<file path="src/rtl/exc_entry_ctrl_pkg.sv">
// Shared types and constants for the exception entry/return sequencer.
// Holds the FSM states, exception kinds, CPSR source codes, bank codes and vector offsets.
package exc_pkg;

  typedef enum logic [2:0] {
    ST_IDLE,
    ST_SAVE,
    ST_SWITCH,
    ST_VECTOR,
    ST_RETURN
  } state_e;

  typedef enum logic [2:0] {
    EXC_UND,
    EXC_SWI,
    EXC_IRQ,
    EXC_FIQ,
    EXC_ERET
  } exc_e;

  localparam logic [2:0] CPSR_SRC_SPSR = 3'd0;
  localparam logic [2:0] CPSR_SRC_NEW  = 3'd1;
  localparam logic [2:0] CPSR_SRC_IRQ  = 3'd2;
  localparam logic [2:0] CPSR_SRC_FIQ  = 3'd3;
  localparam logic [2:0] CPSR_SRC_SVC  = 3'd4;
  localparam logic [2:0] CPSR_SRC_UND  = 3'd5;

  localparam logic [2:0] BANK_CUR = 3'd0;
  localparam logic [2:0] BANK_FIQ = 3'd1;
  localparam logic [2:0] BANK_IRQ = 3'd2;
  localparam logic [2:0] BANK_SVC = 3'd3;
  localparam logic [2:0] BANK_UND = 3'd4;

  localparam logic [31:0] VEC_OFF_UND = 32'h04;
  localparam logic [31:0] VEC_OFF_SWI = 32'h08;
  localparam logic [31:0] VEC_OFF_IRQ = 32'h18;
  localparam logic [31:0] VEC_OFF_FIQ = 32'h1C;

  localparam logic [4:0] MODE_USR = 5'b10000;
  localparam logic [4:0] MODE_SYS = 5'b11111;

  function automatic logic [2:0] cpsr_code(input exc_e t);
    case (t)
      EXC_UND: return CPSR_SRC_UND;
      EXC_SWI: return CPSR_SRC_SVC;
      EXC_IRQ: return CPSR_SRC_IRQ;
      EXC_FIQ: return CPSR_SRC_FIQ;
      default: return CPSR_SRC_SPSR;
    endcase
  endfunction

  function automatic logic [2:0] bank_of(input exc_e t);
    case (t)
      EXC_UND: return BANK_UND;
      EXC_SWI: return BANK_SVC;
      EXC_IRQ: return BANK_IRQ;
      EXC_FIQ: return BANK_FIQ;
      default: return BANK_CUR;
    endcase
  endfunction

  function automatic logic [31:0] vec_off(input exc_e t);
    case (t)
      EXC_UND: return VEC_OFF_UND;
      EXC_SWI: return VEC_OFF_SWI;
      EXC_IRQ: return VEC_OFF_IRQ;
      EXC_FIQ: return VEC_OFF_FIQ;
      default: return '0;
    endcase
  endfunction

endpackage

</file>
<file path="src/rtl/exc_entry_ctrl_if.sv">
// Request side and CPSR/SPSR/PC write side of the exception sequencer.
// The master drives requests and CPU state; the slave is the sequencer.
interface exc_entry_ctrl_if;
  logic        irq;
  logic        fiq;
  logic        und_req;
  logic        swi_req;
  logic        eret_req;
  logic [31:0] eret_pc;
  logic        instr_done;
  logic [31:0] cur_pc;
  logic [31:0] cpsr;
  logic        W_SPSR_s;
  logic        Write_SPSR;
  logic [2:0]  W_CPSR_s;
  logic        Write_CPSR;
  logic [2:0]  Change_M;
  logic        lr_write;
  logic [31:0] lr_value;
  logic        pc_write;
  logic [31:0] pc_value;
  logic        flush;
  logic        stall;
  logic        ack;
  logic        busy;

  modport master (
    output irq, fiq, und_req, swi_req, eret_req, eret_pc, instr_done, cur_pc, cpsr,
    input  W_SPSR_s, Write_SPSR, W_CPSR_s, Write_CPSR, Change_M, lr_write, lr_value,
           pc_write, pc_value, flush, stall, ack, busy
  );

  modport slave (
    input  irq, fiq, und_req, swi_req, eret_req, eret_pc, instr_done, cur_pc, cpsr,
    output W_SPSR_s, Write_SPSR, W_CPSR_s, Write_CPSR, Change_M, lr_write, lr_value,
           pc_write, pc_value, flush, stall, ack, busy
  );
endinterface

</file>
<file path="src/rtl/exc_entry_ctrl_arbiter.sv">
// Combinational mask and priority selection among pending exception sources.
// An eret from USR/SYS has no SPSR to restore and is turned into an undefined entry.
module exc_arbiter
  import exc_pkg::*;
(
  input  logic       irq_i,
  input  logic       fiq_i,
  input  logic       und_i,
  input  logic       swi_i,
  input  logic       eret_i,
  input  logic       i_mask_i,
  input  logic       f_mask_i,
  input  logic [4:0] mode_i,
  output logic       valid_o,
  output exc_e       type_o
);

  always_comb begin
    valid_o = 1'b1;
    type_o  = EXC_UND;
    if (fiq_i && !f_mask_i) begin
      type_o = EXC_FIQ;
    end else if (irq_i && !i_mask_i) begin
      type_o = EXC_IRQ;
    end else if (und_i) begin
      type_o = EXC_UND;
    end else if (swi_i) begin
      type_o = EXC_SWI;
    end else if (eret_i) begin
      type_o = (mode_i == MODE_USR || mode_i == MODE_SYS) ? EXC_UND : EXC_ERET;
    end else begin
      valid_o = 1'b0;
    end
  end

endmodule

</file>
<file path="src/rtl/exc_entry_ctrl.sv">
// Exception entry/return sequencer driving the CPSR/SPSR, LR and PC write ports.
// Every output is a flop; the next-output decode is done on the next state.
module exc_entry_ctrl
  import exc_pkg::*;
#(
  parameter logic [31:0] VEC_BASE = 32'h0000_0000
) (
  input logic           clk,
  input logic           clr,
  exc_entry_ctrl_if.slave bus
);

  state_e      state_q, state_d;
  exc_e        type_q, type_d;
  logic [31:0] tgt_q, tgt_d;
  logic [31:0] lr_q, lr_d;
  logic        wss_q, wss_d, wsp_q, wsp_d, wc_q, wc_d, lrw_q, lrw_d;
  logic        pcw_q, pcw_d, flush_q, flush_d, stall_q, stall_d;
  logic        ack_q, ack_d, busy_q, busy_d;
  logic [2:0]  wcs_q, wcs_d, cm_q, cm_d;
  logic [31:0] pcv_q, pcv_d;
  logic        arb_valid;
  exc_e        arb_type;

  exc_arbiter u_arb (
    .irq_i    (bus.irq),
    .fiq_i    (bus.fiq),
    .und_i    (bus.und_req),
    .swi_i    (bus.swi_req),
    .eret_i   (bus.eret_req),
    .i_mask_i (bus.cpsr[7]),
    .f_mask_i (bus.cpsr[6]),
    .mode_i   (bus.cpsr[4:0]),
    .valid_o  (arb_valid),
    .type_o   (arb_type)
  );

  always_comb begin
    state_d = state_q;
    type_d  = type_q;
    tgt_d   = tgt_q;
    lr_d    = lr_q;
    wss_d   = 1'b0;
    wsp_d   = 1'b0;
    wcs_d   = CPSR_SRC_SPSR;
    wc_d    = 1'b0;
    cm_d    = BANK_CUR;
    lrw_d   = 1'b0;
    pcw_d   = 1'b0;
    pcv_d   = '0;
    flush_d = 1'b0;
    ack_d   = 1'b0;

    case (state_q)
      ST_IDLE: begin
        if (bus.instr_done && arb_valid) begin
          type_d = arb_type;
          lr_d   = bus.cur_pc + 32'd4;
          if (arb_type == EXC_ERET) begin
            state_d = ST_RETURN;
            tgt_d   = bus.eret_pc;
          end else begin
            state_d = ST_SAVE;
            tgt_d   = VEC_BASE + vec_off(arb_type);
          end
        end
      end
      ST_SAVE:   state_d = ST_SWITCH;
      ST_SWITCH: state_d = ST_VECTOR;
      default:   state_d = ST_IDLE;
    endcase

    // Outputs are decoded from the state being entered so they can be registered.
    case (state_d)
      ST_SAVE: begin
        cm_d  = bank_of(type_d);
        wss_d = 1'b1;
        wsp_d = 1'b1;
        lrw_d = 1'b1;
      end
      ST_SWITCH: begin
        cm_d  = bank_of(type_d);
        wcs_d = cpsr_code(type_d);
        wc_d  = 1'b1;
      end
      ST_VECTOR: begin
        pcw_d   = 1'b1;
        pcv_d   = tgt_d;
        flush_d = 1'b1;
        ack_d   = (type_d == EXC_UND) || (type_d == EXC_SWI);
      end
      ST_RETURN: begin
        wc_d    = 1'b1;
        pcw_d   = 1'b1;
        pcv_d   = tgt_d;
        flush_d = 1'b1;
        ack_d   = 1'b1;
      end
      default: ;
    endcase

    busy_d  = (state_d != ST_IDLE);
    stall_d = busy_d;
  end

  always_ff @(posedge clk or posedge clr) begin
    if (clr) begin
      state_q <= ST_IDLE;
      type_q  <= EXC_UND;
      tgt_q   <= '0;
      lr_q    <= '0;
      wss_q   <= 1'b0;
      wsp_q   <= 1'b0;
      wcs_q   <= '0;
      wc_q    <= 1'b0;
      cm_q    <= '0;
      lrw_q   <= 1'b0;
      pcw_q   <= 1'b0;
      pcv_q   <= '0;
      flush_q <= 1'b0;
      stall_q <= 1'b0;
      ack_q   <= 1'b0;
      busy_q  <= 1'b0;
    end else begin
      state_q <= state_d;
      type_q  <= type_d;
      tgt_q   <= tgt_d;
      lr_q    <= lr_d;
      wss_q   <= wss_d;
      wsp_q   <= wsp_d;
      wcs_q   <= wcs_d;
      wc_q    <= wc_d;
      cm_q    <= cm_d;
      lrw_q   <= lrw_d;
      pcw_q   <= pcw_d;
      pcv_q   <= pcv_d;
      flush_q <= flush_d;
      stall_q <= stall_d;
      ack_q   <= ack_d;
      busy_q  <= busy_d;
    end
  end

  assign bus.W_SPSR_s   = wss_q;
  assign bus.Write_SPSR = wsp_q;
  assign bus.W_CPSR_s   = wcs_q;
  assign bus.Write_CPSR = wc_q;
  assign bus.Change_M   = cm_q;
  assign bus.lr_write   = lrw_q;
  assign bus.lr_value   = lr_q;
  assign bus.pc_write   = pcw_q;
  assign bus.pc_value   = pcv_q;
  assign bus.flush      = flush_q;
  assign bus.stall      = stall_q;
  assign bus.ack        = ack_q;
  assign bus.busy       = busy_q;

endmodule

</file>
<file path="src/flat_wrapper.sv">
// flat-port wrapper written by rule: the top's interface ports become plain ports
module exc_entry_ctrl_flat import exc_pkg::*;
#(
  parameter logic [31:0] VEC_BASE = 32'h0000_0000
)
  (clk, clr, bus_irq, bus_fiq, bus_und_req, bus_swi_req, bus_eret_req, bus_eret_pc, bus_instr_done, bus_cur_pc, bus_cpsr, bus_W_SPSR_s, bus_Write_SPSR, bus_W_CPSR_s, bus_Write_CPSR, bus_Change_M, bus_lr_write, bus_lr_value, bus_pc_write, bus_pc_value, bus_flush, bus_stall, bus_ack, bus_busy);
  exc_entry_ctrl_if bus_i ();
  input logic clk;
  input logic clr;
  input wire logic [$bits(bus_i.irq)-1:0] bus_irq;
  input wire logic [$bits(bus_i.fiq)-1:0] bus_fiq;
  input wire logic [$bits(bus_i.und_req)-1:0] bus_und_req;
  input wire logic [$bits(bus_i.swi_req)-1:0] bus_swi_req;
  input wire logic [$bits(bus_i.eret_req)-1:0] bus_eret_req;
  input wire logic [$bits(bus_i.eret_pc)-1:0] bus_eret_pc;
  input wire logic [$bits(bus_i.instr_done)-1:0] bus_instr_done;
  input wire logic [$bits(bus_i.cur_pc)-1:0] bus_cur_pc;
  input wire logic [$bits(bus_i.cpsr)-1:0] bus_cpsr;
  output wire logic [$bits(bus_i.W_SPSR_s)-1:0] bus_W_SPSR_s;
  output wire logic [$bits(bus_i.Write_SPSR)-1:0] bus_Write_SPSR;
  output wire logic [$bits(bus_i.W_CPSR_s)-1:0] bus_W_CPSR_s;
  output wire logic [$bits(bus_i.Write_CPSR)-1:0] bus_Write_CPSR;
  output wire logic [$bits(bus_i.Change_M)-1:0] bus_Change_M;
  output wire logic [$bits(bus_i.lr_write)-1:0] bus_lr_write;
  output wire logic [$bits(bus_i.lr_value)-1:0] bus_lr_value;
  output wire logic [$bits(bus_i.pc_write)-1:0] bus_pc_write;
  output wire logic [$bits(bus_i.pc_value)-1:0] bus_pc_value;
  output wire logic [$bits(bus_i.flush)-1:0] bus_flush;
  output wire logic [$bits(bus_i.stall)-1:0] bus_stall;
  output wire logic [$bits(bus_i.ack)-1:0] bus_ack;
  output wire logic [$bits(bus_i.busy)-1:0] bus_busy;
  assign bus_i.irq = bus_irq;
  assign bus_i.fiq = bus_fiq;
  assign bus_i.und_req = bus_und_req;
  assign bus_i.swi_req = bus_swi_req;
  assign bus_i.eret_req = bus_eret_req;
  assign bus_i.eret_pc = bus_eret_pc;
  assign bus_i.instr_done = bus_instr_done;
  assign bus_i.cur_pc = bus_cur_pc;
  assign bus_i.cpsr = bus_cpsr;
  assign bus_W_SPSR_s = bus_i.W_SPSR_s;
  assign bus_Write_SPSR = bus_i.Write_SPSR;
  assign bus_W_CPSR_s = bus_i.W_CPSR_s;
  assign bus_Write_CPSR = bus_i.Write_CPSR;
  assign bus_Change_M = bus_i.Change_M;
  assign bus_lr_write = bus_i.lr_write;
  assign bus_lr_value = bus_i.lr_value;
  assign bus_pc_write = bus_i.pc_write;
  assign bus_pc_value = bus_i.pc_value;
  assign bus_flush = bus_i.flush;
  assign bus_stall = bus_i.stall;
  assign bus_ack = bus_i.ack;
  assign bus_busy = bus_i.busy;
  exc_entry_ctrl #(.VEC_BASE(VEC_BASE)) u_core (.clk(clk), .clr(clr), .bus(bus_i));
endmodule
</file>
<file path="config.mk">
export PLATFORM = sky130hd
export DESIGN_NAME = exc_entry_ctrl_flat
export DESIGN_NICKNAME = d
export VERILOG_FILES = /design/src/rtl/exc_entry_ctrl_pkg.sv /design/src/rtl/exc_entry_ctrl_if.sv /design/src/rtl/exc_entry_ctrl_arbiter.sv /design/src/rtl/exc_entry_ctrl.sv /design/src/flat_wrapper.sv
export SDC_FILE = /design/constraint.sdc
export NUM_CORES = 1
export LEC_CHECK = 0
export BUFFER_PORTS_ARGS = -buffer_cell sky130_fd_sc_hd__buf_2
export CORE_ASPECT_RATIO = 0.5
export CORE_MARGIN = 10
export CORE_UTILIZATION = 49
export CTS_CLUSTER_SIZE = 10
export DETAILED_ROUTE_END_ITERATION = 10
export GPL_TIMING_DRIVEN = 0
export PLACE_DENSITY_LB_ADDON = 0.25
export SETUP_SLACK_MARGIN = 0.4
export SYNTH_ARGS = -nofsm -noshare
export SYNTH_HDL_FRONTEND = slang
export SYNTH_SLANG_ARGS = --single-unit
</file>
<file path="constraint.sdc">
create_clock -name clk -period 4.3 [get_ports clk]
set_input_delay 0.645 -clock clk [delete_from_list [all_inputs] [get_ports clk]]
set_output_delay 0.645 -clock clk [all_outputs]
set_load 0.02 [all_outputs]
</file>
==> flow_metrics.tcl <==
set metrics [dict create \
    end_kind "register" \
    cts_sinks 113 \
    timing_max_transition_violations_final 0 \
    core_mm2 0.00951 \
    p_int_mw 2.73 \
    dieArea_mm2 0.0144 \
    die_w_um 160 \
    grt-ovfl-total 0 \
    rsz0062_at_grt "no" \
    switching_share 0.346 \
    cellPowerDensity_mw_per_mm2 650 \
    synth_area_mm2 0.00482 \
    seq_area_frac_synth 0.587 \
    cts_tree "done" \
    synth-seq-cells 113 \
    layout-drive-gt1-share 0.311 \
    grt_max_degree 60 \
    nets 768 \
    grt_usage 0.186 \
    drt_iter0_markers 301 \
    path_max_fanout 10 \
    fmax_mhz 437 \
    multiInputGateArea_mm2 0.00179 \
    setup_viol 0 \
    required_ns 4.60 \
    outcome "finished, final reports clean" \
    cp-start-kind "register" \
    placed_cell_area_mm2 0.00580 \
    cts.htree.levels 4 \
    gp_congestion 0.823 \
    cp_data_arrival_time_ns 2.59 \
    maxSlewHeadroom 0.466 \
    critPathKind "register to register" \
    start_util 0.507 \
    path_clk_slew_ns 0.05 \
    avgSynthCellArea_um2 9.92 \
    grt_pass1_wl_mm 22.0 \
    switchingPower_mw 1.45 \
    hold-worst-slack_ns 0.360 \
    post_cts_resized 0 \
    pin_count 183 \
    p_leak_nw 3.27 \
    dp.cells 779 \
    fin_skew_ns 0.00799 \
    grt_antenna_before_repair 1 \
    p_clk_frac 0.350 \
    clock_latency_ns 0.40 \
    synth_cells 486 \
    fin_cells 812 \
    drt_first_pass_iters 4 \
    postRouteAntennaNets 0 \
    seqPwrFrac 0.352 \
    wire_per_inst_um 16.3 \
    hpwl_mm 9.66 \
    synth_top_area_frac 0.587 \
    port_buffers 157 \
    syn2layout_area_growth_pct 33.3 \
    worst_pin_slew_ns 0.794 \
    yosys_warnings 0 \
    power_frac_comb 0.298 \
    synthTopCellsByArea "dfrtp_1 (59%), nand2_1 (7.4%), nand4_1 (5.1%), a21oi_1 (3.7%), a31oi_1 (2.5%)" \
    fin_crit_sh 0.532 \
    cts_max_path_buffers 2 \
    synth_nets 591 \
    fillerInstances 787 \
    synth_cell_types 40 \
    cts_made_buffers 17 \
    hold_buffers 0 \
    maxCapViolCount 0 \
    hold_path_class "primary input to async pin" \
    postRouteWirelength_mm 13.2 \
    fin_area_mm2 0.00643 \
    dr_total_vias 4225 \
    grt_pass1_vias 4292 \
    cts_setup_buffers 0 \
    regToRegSetupSlack_ns 2.01 \
    power.total_mw 4.18 \
    fp-row-count 25 \
    die_h_um 90.1 \
    period_needed_ns 2.29 \
    setup-tns-final_ns 0 \
    cts_root_buf "clkbuf_16" \
    drc_errors 0 \
    yosysTopAreaCell "dfrtp_1" \
    regArea_mm2 0.00283 \
    max-vdd-ir-drop_uv 338 \
    final-hold-violation-count 0 \
    viasPerCell 5.20 \
]
cell families after synthesis:
group	synth area share
adder cells (fa/ha/maj)	0.00260
AND/OR/NAND/NOR	0.227
buffers and inverters	0.0418
flip-flops	0.587
AO/OA/AOI/OAI	0.116
XOR/XNOR	0.0236
multiplexers	0.00234
cells in the final DEF (no fill, tap or decap), types with 3 or more instances in the layout:
cell and n:
xnor2_1 6, nor2b_1 4, or3_1 9, o31ai_1 10, clkbuf_16 17, nand4_1 39
dfrtp_1 113, clkbuf_1 22, nand2b_1 3, clkinv_2 3, and3_1 5, buf_2 165
clkinvlp_4 5, o21ai_0 21, nand2_1 95, bufinv_16 4, and4_1 5, nor2_1 22
buf_4 5, xor2_1 7, nand3_1 15, a21oi_1 36, a31oi_1 19, or2_1 3
or4_1 11, inv_1 8
cell type report:
class                           count  area share
Tap cell                          135      0.0263
Clock inverter                     14      0.0296
Clock buffer                       18      0.0668
Buffer                             35      0.0261
Sequential cell                   113       0.440
Multi-Input combinational cell    329       0.279
Inverter                            9     0.00565
Timing Repair Buffer              158       0.127
Antenna cell                        1    0.000389
metrics by stage:
stage                     utilization  setup slack (ns)
after floorplan                     -             0.668
after global placement          0.607            -0.623
after detailed placement        0.610              1.61
after CTS                       0.676              1.98
after global routing            0.676              1.79
final                           0.676              2.01
Yosys cell counts, drive strengths merged:
cell / count
a211oi: 2
a21boi: 1
a21o: 1
a21oi: 36
a311o: 1
a31o: 1
a31oi: 19
and2: 1
and3: 5
and4: 5
buf: 14
clkbuf: 21
dfrtp: 113
ha: 1
inv: 9
mux2: 1
nand2: 95
nand2b: 3
nand3: 15
nand4: 39
nor2: 23
nor2b: 4
nor3: 2
nor4: 2
o211ai: 1
o21ai: 23
o31ai: 10
or2: 3
or3: 9
or3b: 1
or4: 11
or4b: 1
xnor2: 6
xor2: 7
power groups by stage:
stage	sequential, mW	clock [mW]	combinational (mW)
6_report	1.47	1.46	1.25
5_1_grt	1.50	1.54	1.38
4_1_cts	1.47	1.48	1.27
3_5_place_dp	1.49	0	1.26
3_3_place_gp	1.48	0	1.24
2_1_floorplan	1.75	0	0.528
critical path: stages (launching register included):
cell and delay (ns):
dfrtp_1 0.41, or4b_1 0.53, buf_2 0.19, nor2_2 0.24, a31oi_1 0.27, clkbuf_1 0.34, a21oi_1 0.23
worst paths after layout:
kind	start	endpoint	cells after the start
min	clr	u_core.bus.W_CPSR_s[0]	2
min reg2reg	u_core.tgt_q[8]	u_core.tgt_q[8]	2
max	u_core.state_q[0]	u_core.bus.pc_value[30]	6
max in group asynchronous	clr	u_core.bus.lr_value[11]	3
min in group clk	bus_cur_pc[0]	u_core.bus.lr_value[0]	3
max reg2reg	u_core.state_q[0]	u_core.bus.pc_value[30]	6
flip-flops by register name, summed over array words and instances (netlist names), 3 cells and up:
signal               flops
u_core.bus.Change_M      3
u_core.bus.W_CPSR_s      3
u_core.bus.lr_value     32
u_core.type_q            3
u_core.bus.pc_value     32
u_core.state_q           3
u_core.tgt_q            32
routing by layer:
| layer | share of wire | up-vias | wire (um) | track usage |
|---|---|---|---|---|
| li1 | - | 2085 | - | - |
| met1 | 0.43 | 2018 | 5720 | 0.218 |
| met2 | 0.49 | 115 | 6480 | 0.315 |
| met5 | 0 | - | 0 | 0 |
| met4 | 0.0067 | 0 | 89 | 0.0479 |
| met3 | 0.069 | 7 | 912 | 0.0710 |
Power figures use the tool's default switching activity.
